## src/rtl/cpu_mem_pkg.sv

```systemverilog
// Shared memory-path definitions: load/store size encodings and the load FSM state type.
package cpu_mem_pkg;

  localparam logic [1:0] LS_BYTE = 2'b00;
  localparam logic [1:0] LS_HALF = 2'b01;
  localparam logic [1:0] LS_WORD = 2'b10;

  typedef enum logic [1:0] {
    ST_IDLE = 2'd0,
    ST_REQ  = 2'd1,
    ST_WAIT = 2'd2,
    ST_DONE = 2'd3
  } state_e;

endpackage

```

## src/rtl/load_extend.sv

```systemverilog
// Combinational load formatter: picks byte/halfword/word from the low bits and extends to 32.
module load_extend
  import cpu_mem_pkg::*;
(
  input  logic [31:0] word_i,
  input  logic [1:0]  size_i,
  input  logic        sign_i,
  output logic [31:0] result_o
);

  always_comb begin
    result_o = word_i;
    case (size_i)
      LS_BYTE: result_o = {{24{sign_i & word_i[7]}}, word_i[7:0]};
      LS_HALF: result_o = {{16{sign_i & word_i[15]}}, word_i[15:0]};
      default: result_o = word_i;
    endcase
  end

endmodule

```

## src/rtl/load_size_ctrl.sv

```systemverilog
// Multicycle load sequencer: one memory read per start, fixed latency, MDR capture and extension.
// Build option LOAD_SIGN_EXTEND_EN selects sign extension of byte/halfword results (zero-extend otherwise).
module load_size_ctrl
  import cpu_mem_pkg::*;
#(
  parameter int MEM_LATENCY = 1,
  parameter int CNT_W       = 4
) (
  input  logic        clk,
  input  logic        reset,
  input  logic        start,
  input  logic [1:0]  loadSel,
  input  logic [31:0] addr,
  input  logic [31:0] memData,
  output logic        memRead,
  output logic [31:0] memAddr,
  output logic [31:0] mdrOut,
  output logic [31:0] lsOut,
  output logic        busy,
  output logic        done,
  output state_e      dbg_state
);

`ifdef LOAD_SIGN_EXTEND_EN
  localparam logic SIGN_EXT = 1'b1;
`else
  localparam logic SIGN_EXT = 1'b0;
`endif

  localparam logic [CNT_W-1:0] CNT_LOAD = CNT_W'(MEM_LATENCY - 1);

  state_e            state_q;
  logic [CNT_W-1:0]  cnt_q;
  logic [1:0]        sel_q;
  logic [31:0]       mem_addr_q;
  logic [31:0]       mdr_q;
  logic [31:0]       ls_q;
  logic              mem_read_q;
  logic              busy_q;
  logic              done_q;
  logic [31:0]       ext_word;

  load_extend u_extend (
    .word_i   (memData),
    .size_i   (sel_q),
    .sign_i   (SIGN_EXT),
    .result_o (ext_word)
  );

  // Handshake: start is a level sampled only in IDLE; done is a one-cycle pulse
  // coincident with lsOut/mdrOut updating; memRead is a one-cycle strobe in REQ.
  always_ff @(posedge clk or negedge reset) begin
    if (!reset) begin
      state_q    <= ST_IDLE;
      cnt_q      <= '0;
      sel_q      <= LS_BYTE;
      mem_addr_q <= '0;
      mdr_q      <= '0;
      ls_q       <= '0;
      mem_read_q <= 1'b0;
      busy_q     <= 1'b0;
      done_q     <= 1'b0;
    end else begin
      mem_read_q <= 1'b0;
      done_q     <= 1'b0;
      case (state_q)
        ST_IDLE: begin
          if (start) begin
            mem_addr_q <= addr;
            sel_q      <= loadSel;
            mem_read_q <= 1'b1;
            busy_q     <= 1'b1;
            state_q    <= ST_REQ;
          end
        end
        ST_REQ: begin
          cnt_q   <= CNT_LOAD;
          state_q <= ST_WAIT;
        end
        ST_WAIT: begin
          // Exit is taken at zero, so the counter never wraps.
          if (cnt_q == '0) begin
            mdr_q   <= memData;
            ls_q    <= ext_word;
            done_q  <= 1'b1;
            state_q <= ST_DONE;
          end else begin
            cnt_q <= cnt_q - 1'b1;
          end
        end
        ST_DONE: begin
          busy_q  <= 1'b0;
          state_q <= ST_IDLE;
        end
      endcase
    end
  end

  assign memRead   = mem_read_q;
  assign memAddr   = mem_addr_q;
  assign mdrOut    = mdr_q;
  assign lsOut     = ls_q;
  assign busy      = busy_q;
  assign done      = done_q;
  assign dbg_state = state_q;

endmodule

```

## config.mk

```make
export PLATFORM = sky130hd
export DESIGN_NAME = load_size_ctrl
export DESIGN_NICKNAME = d
export VERILOG_FILES = /design/src/rtl/cpu_mem_pkg.sv /design/src/rtl/load_extend.sv /design/src/rtl/load_size_ctrl.sv
export SDC_FILE = /design/constraint.sdc
export NUM_CORES = 1
export LEC_CHECK = 0
export ABC_AREA = 1
export CAP_MARGIN = 20
export CORE_MARGIN = 1.5
export CORE_UTILIZATION = 30
export DETAILED_ROUTE_END_ITERATION = 8
export PLACE_DENSITY = 0.61
export SLEW_MARGIN = 20
export SYNTH_ARGS = -nofsm -noshare
export SYNTH_HDL_FRONTEND = slang
export SYNTH_SLANG_ARGS = --single-unit
export TNS_END_PERCENT = 20
```

## constraint.sdc

```tcl
create_clock -name clk -period 3.9 [get_ports clk]
set_input_delay 0.585 -clock clk [delete_from_list [all_inputs] [get_ports clk]]
set_output_delay 0.585 -clock clk [all_outputs]
set_load 0.05 [all_outputs]
```

==> impl_metrics.json <==
{
  "drt_iter0_markers": 200,
  "gp_congestion": 0.7740,
  "crit_fanout": 5,
  "path_buf_inv": 1,
  "die_x_um": 117.9,
  "syn_to_final_growth_pct": 52.72,
  "dp.cells": 768,
  "worst_slack_ps": 1721,
  "dr.pass1.iters": 4,
  "grt_pass1_vias": 3473,
  "clock_sinks": 99,
  "cp.depth": 1,
  "setup_viol": 0,
  "post_cts_resize_count": 0,
  "cts_buffers": 9,
  "antenna_found_initial": 0,
  "stdcell_count": 784,
  "nFillCells": 1225,
  "clock_path_buffers": 2,
  "num_vias": 3425,
  "dieArea_mm2": 0.01390,
  "pre_cts_slack_ps": 1513,
  "setup_total_negative_slack_ps": 0,
  "cts_tree": "built",
  "nets": 681,
  "worst_slew_pin_slew_ps": 896.4,
  "layout_min_cycle_time_ps": 2179,
  "hold_path.class": "input port to asynchronous set/reset pin",
  "ys_types": 19,
  "layout_common_cells": "nand2_1 (263), clkdlybuf4s50_1 (168), dfrtp_1 (99), o21ai_1 (24), inv_1 (10)",
  "r2r_cells": 7,
  "syn_avg_cell_area_um2": 8.783,
  "drv_slew": 0,
  "synthTopCellsByArea": "dfrtp_1 (63%), nand2_1 (25%), o21ai_1 (3.0%), buf_4 (2.1%), ha_1 (1.6%)",
  "finalHoldViolCount": 0,
  "worst-setup-path-type": "register to output port",
  "fin_skew_ps": 7.817,
  "peakVddDrop_v": 0.0005420,
  "synth.cell_area_mm2": 0.003961,
  "die_h_um": 117.9,
  "place_hpwl_mm": 7.332,
  "cp_slowest_cell": "clkdlybuf4s50_1",
  "yosysSeqAreaShare_pct": 62.54,
  "post_drt_wl_per_cell_um": 13.53,
  "start_util_pct": 31.01,
  "io_buffers": 169,
  "drc": 0,
  "grt_max_degree": 84,
  "viasPerCell": 4.369,
  "crit_arrival_ps": 1590,
  "netlist_instances": 451,
  "grt_pass1_wl_mm": 17.47,
  "status": "complete, no violations",
  "root_buffer": "clkbuf_16",
  "yosysTopAreaCell": "dfrtp_1",
  "n_antenna_cell": 0,
  "path_clk_slew_ps": 70,
  "slew_headroom_pct": 40.24,
  "max_freq_mhz": 459.0,
  "synth_warnings": 0,
  "htree_levels": 3,
  "ios": 170,
  "synth_fp_nets": 525,
  "core_mm2": 0.01277,
  "setup.worst_path.start_class": "register",
  "ant_nets": 0,
  "cp-end-kind": "output port",
  "grtUsageTotal_pct": 15.57,
  "worstPathCellList": "clkdlybuf4s50_1",
  "synth_seq_cells": 99,
  "clkLatencyLatePin_ps": 340,
  "crit_path_max_incr_delay_ps": 830,
  "yosys.area.top_type_share_pct": 62.54,
  "layout_commonest_cell": "nand2_1",
  "wirelength_mm": 10.61,
  "maxCapViolations": 0,
  "rsz0062_at_grt": "no",
  "row_count": 41,
  "timing.final.crit_share_pct": 55.86,
  "post_cts_buffers": 0,
  "ctsHoldBuffers": 0,
  "required_ps": 3310,
  "grt_overflow": 0,
  "power.density_mw_per_mm2": 1027,
  "cp_top_family": "buffers and inverters",
  "drive_gt1_share_pct": 4.248,
  "leakage_nw": 2.908,
  "hold_slack_ps": 279.4
}
## per-stage QoR
stage          total power (W)  utilization, %  instance area, µm²
2_1_floorplan         0.004151               -                3961
3_3_place_gp          0.005301           44.87                5732
3_5_place_dp          0.005345           44.87                5732
4_1_cts               0.006289           47.33                6046
5_1_grt               0.006558           47.36                6050
6_report              0.006211           47.36                6050
## synthesized netlist by cell type
cell	count
nand3_2	1
or2_2	2
nand2_1	263
nor2_1	3
buf_2	11
clkinv_1	1
ha_1	5
inv_2	1
nand2_2	1
buf_1	1
nand4_1	1
buf_4	11
inv_1	10
nand3_1	3
o21ai_0	9
dfrtp_1	99
o21ai_1	24
clkbuf_1	4
nor2_2	1
## registers in the layout, indices dropped and copies added (netlist names)
name       cells
busy           1
cnt_q          4
dbg_state      2
done           1
lsOut         24
mdrOut        32
memAddr       32
memRead        1
sel_q          2
## path summary, 6_finish.rpt
path / startpoint / to / slack (ps)
worst max-delay path: dbg_state[0] / dbg_state[0] / 1720
worst min-delay path: reset / mdrOut[16] / 280
worst max register to register: dbg_state[0] / memAddr[15] / 1810
worst min register to register: mdrOut[8] / mdrOut[8] / 480
max in group asynchronous: reset / mdrOut[23] / 2870
min in group clk: mdrOut[8] / mdrOut[8] / 480
## cells by family after synthesis
family | share of synthesized area [%]
AO/OA/AOI/OAI | 4.169
adder cells (fa/ha/maj) | 1.579
buffers and inverters | 5.085
flip-flops | 62.54
AND/OR/NAND/NOR | 26.63
## final cells by class
class	instances	area [µm²]	area share, %
clock buffers	11	252.7	4.178
clock inverters	5	61.31	1.013
inverters	12	45.04	0.7446
multi-input cells	313	1282	21.20
flip-flops and latches	99	2477	40.95
well taps	172	215.2	3.557
repair buffers	172	1715	28.36
## metal layers
layer	share of wire (%)	track usage [%]	wire length, µm
met5	0	0	0
met4	1.1	4.802	114
met3	8.4	5.620	886
met2	44	23.76	4621
met1	47	20.67	4986
## where the power goes
| part | switching (W) | internal, W |
|---|---|---|
| clock network | 0.000381 | 0.000533 |
| registers | 0.000317 | 0.00146 |
| logic | 0.00242 | 0.00109 |
(Power assumes the default switching activity.)
